**config.mk**
```make
export PLATFORM = sky130hd
export DESIGN_NAME = uart_program_loader
export DESIGN_NICKNAME = d
export VERILOG_FILES = /design/src/rtl/uart_program_loader.sv
export SDC_FILE = /design/constraint.sdc
export NUM_CORES = 1
export LEC_CHECK = 0
export CAP_MARGIN = 40
export CORE_MARGIN = 4
export CORE_UTILIZATION = 60
export CTS_CLUSTER_SIZE = 20
export DETAILED_ROUTE_END_ITERATION = 10
export GPL_ROUTABILITY_DRIVEN = 0
export PLACE_DENSITY = 0.9
export SLEW_MARGIN = 40
export SYNTH_ARGS = -nofsm -noshare
export SYNTH_HDL_FRONTEND = slang
export SYNTH_SLANG_ARGS = --single-unit
```
**constraint.sdc**
```tcl
create_clock -name clk -period 5.4 [get_ports clk]
set_input_delay 1.62 -clock clk [delete_from_list [all_inputs] [get_ports clk]]
set_output_delay 1.62 -clock clk [all_outputs]
set_load 0.1 [all_outputs]
```
**src/rtl/uart_program_loader.sv**
```systemverilog
// UART boot loader: receives 8N1 bytes, assembles little-endian 32-bit words and
// writes them into instruction memory, holding the core in reset until the load completes.
module uart_program_loader #(
    parameter int CLKS_PER_BIT = 434,
    parameter int IMEM_ADDR_W  = 10
) (
    input  logic                   clk,
    input  logic                   rst,
    input  logic                   uart_rx,
    output logic                   imem_we,
    output logic [IMEM_ADDR_W-1:0] imem_addr,
    output logic [31:0]            imem_wdata,
    output logic                   cpu_hold,
    output logic                   load_done,
    output logic                   frame_err
);

    localparam int CNT_W = $clog2(CLKS_PER_BIT);
    localparam logic [CNT_W-1:0] HALF_BIT = CNT_W'(CLKS_PER_BIT / 2 - 1);
    localparam logic [CNT_W-1:0] FULL_BIT = CNT_W'(CLKS_PER_BIT - 1);

    typedef enum logic [1:0] {B_IDLE, B_START, B_DATA, B_STOP} bit_state_t;
    typedef enum logic [1:0] {L_LEN, L_LOAD, L_DONE} load_state_t;

    logic             rx_m;
    logic             rx_s;
    bit_state_t       bstate;
    logic [CNT_W-1:0] cnt;
    logic [2:0]       bit_idx;
    logic [7:0]       shreg;
    logic             stop_wait;
    logic             byte_valid;

    load_state_t      lstate;
    logic [1:0]       len_idx;
    logic [1:0]       byte_idx;
    logic [31:0]      n_words;
    logic [31:0]      word_idx;
    logic [23:0]      asm_word;

    always_ff @(posedge clk or negedge rst) begin
        if (!rst) begin
            rx_m <= 1'b1;
            rx_s <= 1'b1;
        end else begin
            rx_m <= uart_rx;
            rx_s <= rx_m;
        end
    end

    always_ff @(posedge clk or negedge rst) begin
        if (!rst) begin
            bstate     <= B_IDLE;
            cnt        <= '0;
            bit_idx    <= '0;
            shreg      <= '0;
            stop_wait  <= 1'b0;
            byte_valid <= 1'b0;
            frame_err  <= 1'b0;
        end else begin
            byte_valid <= 1'b0;
            case (bstate)
                B_IDLE: begin
                    if (!rx_s) begin
                        cnt    <= HALF_BIT;
                        bstate <= B_START;
                    end
                end
                B_START: begin
                    if (cnt == '0) begin
                        if (rx_s) begin
                            bstate <= B_IDLE;
                        end else begin
                            cnt     <= FULL_BIT;
                            bit_idx <= '0;
                            bstate  <= B_DATA;
                        end
                    end else begin
                        cnt <= cnt - 1'b1;
                    end
                end
                B_DATA: begin
                    if (cnt == '0) begin
                        shreg <= {rx_s, shreg[7:1]};
                        cnt   <= FULL_BIT;
                        if (bit_idx == 3'd7) begin
                            bstate <= B_STOP;
                        end else begin
                            bit_idx <= bit_idx + 1'b1;
                        end
                    end else begin
                        cnt <= cnt - 1'b1;
                    end
                end
                default: begin
                    // A low stop bit parks here until the line returns high, so a
                    // stuck-low line never produces bytes.
                    if (stop_wait) begin
                        if (rx_s) begin
                            stop_wait <= 1'b0;
                            bstate    <= B_IDLE;
                        end
                    end else if (cnt == '0) begin
                        if (rx_s) begin
                            byte_valid <= 1'b1;
                            bstate     <= B_IDLE;
                        end else begin
                            frame_err <= 1'b1;
                            stop_wait <= 1'b1;
                        end
                    end else begin
                        cnt <= cnt - 1'b1;
                    end
                end
            endcase
        end
    end

    always_ff @(posedge clk or negedge rst) begin
        if (!rst) begin
            lstate     <= L_LEN;
            len_idx    <= '0;
            byte_idx   <= '0;
            n_words    <= '0;
            word_idx   <= '0;
            asm_word   <= '0;
            imem_we    <= 1'b0;
            imem_addr  <= '0;
            imem_wdata <= '0;
            cpu_hold   <= 1'b1;
            load_done  <= 1'b0;
        end else begin
            case (lstate)
                L_LEN: begin
                    if (byte_valid) begin
                        n_words[{len_idx, 3'b000} +: 8] <= shreg;
                        len_idx <= len_idx + 1'b1;
                        if (len_idx == 2'd3) begin
                            if ({shreg, n_words[23:0]} == 32'd0) begin
                                lstate    <= L_DONE;
                                load_done <= 1'b1;
                                cpu_hold  <= 1'b0;
                            end else begin
                                lstate    <= L_LOAD;
                                word_idx  <= '0;
                                byte_idx  <= '0;
                                imem_addr <= '0;
                            end
                        end
                    end
                end
                L_LOAD: begin
                    // The word index advances in the cycle after the strobe.
                    if (imem_we) begin
                        imem_we  <= 1'b0;
                        word_idx <= word_idx + 32'd1;
                        if (word_idx + 32'd1 == n_words) begin
                            lstate    <= L_DONE;
                            load_done <= 1'b1;
                            cpu_hold  <= 1'b0;
                        end
                    end else if (byte_valid) begin
                        byte_idx <= byte_idx + 1'b1;
                        if (byte_idx == 2'd3) begin
                            imem_we    <= 1'b1;
                            imem_wdata <= {shreg, asm_word};
                            imem_addr  <= word_idx[IMEM_ADDR_W-1:0];
                        end else begin
                            asm_word[{byte_idx, 3'b000} +: 8] <= shreg;
                        end
                    end
                end
                default: begin
                    imem_we <= 1'b0;
                end
            endcase
        end
    end

endmodule
```
==> results of run 1 <==
-- layout make-up --
class	instances	area, µm²	share of cell area (%)
Timing Repair Buffer	55	328	3.53
Inverter	19	71.3	0.768
Clock buffer	17	425	4.58
Multi-Input combinational cell	652	3940	42.4
Sequential cell	166	4160	44.8
Tap cell	176	220	2.37
Clock inverter	14	143	1.54
-- flip-flops by register name, indices dropped and copies added, names as in the netlist --
register / flops
imem_addr: 10
word_idx: 32
imem_we: 1
stop_wait: 1
lstate: 2
rx_s: 1
bit_idx: 3
len_idx: 2
cpu_hold: 1
cnt: 9
rx_m: 1
n_words: 32
byte_idx: 2
bstate: 2
asm_word: 24
imem_wdata: 32
byte_valid: 1
frame_err: 1
shreg: 8
load_done: 1
-- power by group through the flow --
stage | Clock [µW] | Sequential (µW) | Combinational (µW)
final | 1170 | 1250 | 28.8
after global routing | 1240 | 1240 | 34.0
after CTS | 1180 | 1250 | 28.0
after detailed placement | 0 | 1270 | 28.1
after global placement | 0 | 1270 | 27.3
after floorplan | 0 | 1270 | 1.34
-- metal layers --
layer  vias to the layer above  track usage, %
met1                      3239            33.7
met3                        50            5.67
li1                       3132               -
met2                       281            40.4
met5                         -               0
met4                         0            8.71
-- cells in the final DEF (no fill, tap or decap), drive strengths merged, types with 4 or more instances in the layout --
cell,instances
nand2,181
xnor2,37
nor3,10
o31ai,11
nor3b,11
o22ai,4
inv,25
nand4,14
clkbuf,17
nor4,18
o41ai,7
dfrtp,163
o21ai,129
or3,5
nand2b,7
a31oi,6
and3,8
clkinv,4
or4,5
nor2,51
ha,19
nand3,19
a22o,4
or2,4
buf,54
xor2,15
a21oi,18
mux2,39
-- path summary, 6_finish.rpt --
kind | slack [ps] | endpoint | cells past startpoint
max | 1790 | lstate[0] | 9
min | 360 | rx_s | 0
max reg2reg | 1790 | lstate[0] | 9
min reg2reg | 360 | rx_s | 0
max in group asynchronous | 3230 | rx_s | 3
min in group asynchronous | 1040 | word_idx[2] | 1
-- kinds of logic (layout without fill, tap and decap cells) --
group,after synthesis,in the layout,share of synthesized area (%)
AOI/OAI and AO/OA,196,196,13.5
xor gates and xnor gates,52,52,5.45
adders and majority gates,19,19,2.84
buffers and inverters,72,105,3.86
DFF,166,166,49.7
muxes,41,41,5.49
and+or+nand+nor,344,344,19.1
-- per-stage QoR --
step / hold slack (ps) / worst slack [ps] / instances
after CTS: 359 / 1820 / 1098
final: 358 / 1790 / 1099
after global routing: 366 / 1390 / 1099
after detailed placement: 352 / 1890 / 1067
after global placement: 347 / 1990 / 1067
after floorplan: 345 / 2490 / 890
-- cell usage after synthesis (2+ instances only) --
cell type  number  area, µm²
xor2_1         15        131
buf_2          10       50.1
o21ai_0       129        646
or4_1           3       22.5
ha_1           19        238
nor3b_1        11       82.6
and2_1          3       18.8
nor2b_1         3       18.8
nand2b_1        7       43.8
a31oi_1         6       37.5
a22o_1          4       35.0
buf_4           2       15.0
nor3_1          9       45.0
or3_1           4       25.0
nor4_1         18        113
inv_1          19       71.3
nand3b_1        2       15.0
nand3_1        18       90.1
xnor2_1        37        324
dfstp_2         3       78.8
o41ai_1         7       61.3
clkbuf_1       36        135
nor2_1         51        191
and3_1          7       43.8
or4_4           2       22.5
o31ai_1        11       82.6
nor4b_1         2       17.5
a21oi_1        18       90.1
nand4_1        13       81.3
o22ai_1         4       25.0
mux2i_1         2       20.0
a211o_1         2       17.5
or2_2           3       18.8
a211oi_1        2       15.0
dfrtp_1       163       4080
nand2_1       181        679
mux2_2         39        439
-- critical path, delay by kind of cell, from the launching register on --
kind / cells / cell delay [ps]
flip-flops: 1 / 500
AO/OA/AOI/OAI: 2 / 790
adder cells (fa/ha/maj): 1 / 310
AND/OR/NAND/NOR: 6 / 1870
==> metrics, run 1 <==
run status=finished, final reports clean; CTS sink cnt=166; Final period util=66.8%; Tot Pwr=2450 µW; setup bufs post-CTS=0; Final Hold Viols=0; unrepaired setup endpoints after global routing=no; Crit. End Element=flip-flop; std cell rows=42; initial core utilization=62.1%; Post-Synthesis Cells=890; clk_lat worst skew=440 ps; first-pass iteration count of the detailed router=5; Post-DRT Antenna Nets=0; Clock Power Share=47.9%; crit-path max cell delay=630 ps; DR vias=6702; number of top-level pins=49; Diodes inserted=0; Avg Inst Size Synth=9.39 µm²; root buffer cell=clkbuf_16; DP Area=0.00866 mm²; die area=0.0159 mm²; Reg power frac=50.9%; Power Density=264 mW/mm²; PortBufs=48; GRT Overall Usage=25.0%; Layout fillers=964; Wirelength per Cell=17.5 µm; critical path required time=5690 ps; WL met1=8.06 mm; critical path's slowest cell=a2111oi_2; nets@finish=933; met2 wire len=9.41 mm; total CTS buffers=17; # hold bufs at CTS=0; actual slew at the worst max-slew pin=807 ps; skew final=7.52 ps; number of flops mapped to enable cells by yosys=0; CP max FO=9; endpoints failing setup=0; vias per cell=6.10; crit path time final=3610 ps; CORE AREA=0.0135 mm²; Resized cells post-CTS=0; flops & latches, synth=166; switching share of power=22.5%; Fmax=277 MHz; Die W=126 µm; crit path cell chain=ha_1, nand3_1, nor4_1, nand4_1, nor2_1, nor4b_1, o2111ai_1, a2111oi_2, nor2_1; slew margin rel.=45.7%; startpoint types=flip-flop; FFs w/ async S/R, synth=100%; initial antenna violation count=0; max-cap viol count=0; max layer used=met4; Post-synth top flop=dfrtp_1; hpwl dp=12.5 mm; kind of critical path=flip-flop to flip-flop; Int Pwr=1890 µW; first-pass GRT wire length=32.5 mm; CP most frequent cell=nor2_1; Logic pwr share=1.2%; pin count of the biggest net entering global routing=118; setup TNS=0 ps; switching pwr=551 µW; number of remaining DRC errors=0; Reg-to-Reg Start=word_idx[0]; Area Overhead vs Synth=11.0%; number of library cell types mapped by synthesis=62; GRT overflow=0; Hold Startpoint=rx_m; Synth warnings=0; final WL=19.3 mm; syn_nets=912; Die Y=126 µm; cell area after synthesis=0.00836 mm²; share of cells above drive strength 1=16.1%; Max clock buf depth=2; initial drt markers=648; worst path arrival time=3900 ps; Post-Layout Inst Area=0.00928 mm²; Static Leakage=0.00420 µW; Peak VDD IR=295 µV; clock slew at reported path FFs=70 ps; H-tree levels=4; vias in the first global route=6528; Finished Core Util=69.0%; TritonCTS clock tree=yes; Critical Path Start=word_idx[0]; Max Slew Vio Count=0; Met3 Wirelength=1.37 mm; Hold Path Class=flip-flop to flip-flop; register area share after synthesis=49.7%
Note: power is estimated with default switching activity, not from simulation.
==> run 2: changes to the inputs <==
CORE_UTILIZATION = 54   (was 60)
PLACE_DENSITY = 0.86   (was 0.9)
clock period = 2.95 ns   (was 5.4 ns; I/O delays follow)
==> run 2 against run 1 <==
Clock power is 90% higher. Cell count increased by 5.6%. Final area grew 5.9%. Highest routed layer unchanged. Utilization is 4.3 points lower. Worst setup slack got worse by 1700 ps. Critical path type unchanged. Global-route usage down 1.2 points. Non-clock buffer count increased by 50. Via count increased by 3.4%.
==> metrics, run 2 (synthesis gave the netlist of run 1 again) <==
run status=finished, final reports clean; Diodes inserted=0; # hold bufs at CTS=0; Hold Path Class=flip-flop to flip-flop; CP top delay family=simple AND/OR/NAND/NOR gates; initial core utilization=55.0%; skew final=11.2 ps; vias per cell=5.97; unrepaired setup endpoints after global routing=no; Tot Pwr=4560 µW; critical path's slowest cell=or3_2; crit path cell chain=nand3_2, or2_4, or3_2, nor2_1, xnor2_1, or4_4, a2111oi_2, buf_4, or3_1; total CTS buffers=17; max-cap viol count=0; CTS sink cnt=166; slew margin rel.=64.0%; critical path required time=3310 ps; nets@finish=983; Power Density=464 mW/mm²; Fmax=349 MHz; Wirelength per Cell=17.6 µm; first-pass GRT wire length=34.0 mm; crit path time final=2860 ps; DR vias=6928; commonest non-fill, non-tap cells in the layout=nand2_1, dfrtp_1, o21ai_0; Area Overhead vs Synth=17.6%; TritonCTS clock tree=yes; GRT overflow=0; Final period util=97.0%; vias in the first global route=6761; initial antenna violation count=0; CP max FO=5; initial drt markers=631; clock slew at reported path FFs=70 ps; Top Registers=imem_wdata (32), n_words (32), word_idx (32); Static Leakage=0.00448 µW; commonest non-fill, non-tap cell in the layout=nand2_1; GRT Overall Usage=23.9%; setup TNS=0 ps; root buffer cell=clkbuf_16; PortBufs=48; kind of critical path=flip-flop to flip-flop; final WL=20.4 mm; share of cells above drive strength 1=20.4%; worst path bufs/invs=1; H-tree levels=4; Die Y=132 µm; endpoints failing setup=0; crit-path max cell delay=530 ps; Peak VDD IR=454 µV; number of top-level pins=49; clk_lat worst skew=430 ps; worst path arrival time=3220 ps; startpoint types=flip-flop; fin cells=1160; Die W=132 µm; actual slew at the worst max-slew pin=540 ps; Final Hold Viols=0; Post-DRT Antenna Nets=0; std cell rows=45; first-pass iteration count of the detailed router=5; Max Slew Vio Count=0; dpl cells=1128; number of remaining DRC errors=0; Finished Core Util=64.7%; pin count of the biggest net entering global routing=59; Crit. End Element=flip-flop; CORE AREA=0.0152 mm²; Max clock buf depth=2; hpwl dp=13.9 mm; setup slack, reg-to-reg=90 ps; die area=0.0175 mm²
## run 2: layer usage
metal	vias up	global-route usage, %	wire length [µm]
met5	-	0	0
met4	0	8.55	592
met3	56	4.45	1250
met2	284	39.6	9940
met1	3353	31.6	8650
li1	3235	-	-
## run 2: report_power, final
part / internal [µW] / leakage (µW) / switching, µW
clock network: 1270 / 0.000282 / 958
logic: 10.2 / 0.00191 / 44.5
registers: 2280 / 0.00229 / 2.12
## run 2: timing repair
action,CTS,global route
resized for setup,1,11
endpoints found under the setup margin,3,4
pin swaps,0,4
buffers inserted,0,2
## run 2: layout make-up
type | count | area (µm²)
Clock inverter | 13 | 164
Timing Repair Buffer | 105 | 832
Sequential cell | 166 | 4160
Fill cell | 1148 | 5370
Tap cell | 188 | 235
Inverter | 19 | 71.3
Multi-Input combinational cell | 652 | 3940
Clock buffer | 17 | 425
## run 2: path summary, 6_finish.rpt
| path | from | end | cells after the start |
|---|---|---|---|
| setup reg to reg | word_idx[1] | lstate[1] | 9 |
| hold / removal | rx_m | rx_s | 0 |
| min in group asynchronous | rst | imem_addr[0] | 1 |
| max in group asynchronous | rst | rx_s | 2 |
| hold reg to reg | rx_m | rx_s | 0 |
| setup / recovery | word_idx[1] | lstate[1] | 9 |
## run 2: stage by stage
step	hold WS, ps	setup slack, ps	area [µm²]
final	360	88.6	9830
after global routing	357	2.93	9830
after CTS	357	16.1	9750
after detailed placement	347	6.51	9160
after global placement	345	79.3	9160
after floorplan	345	38.2	8360
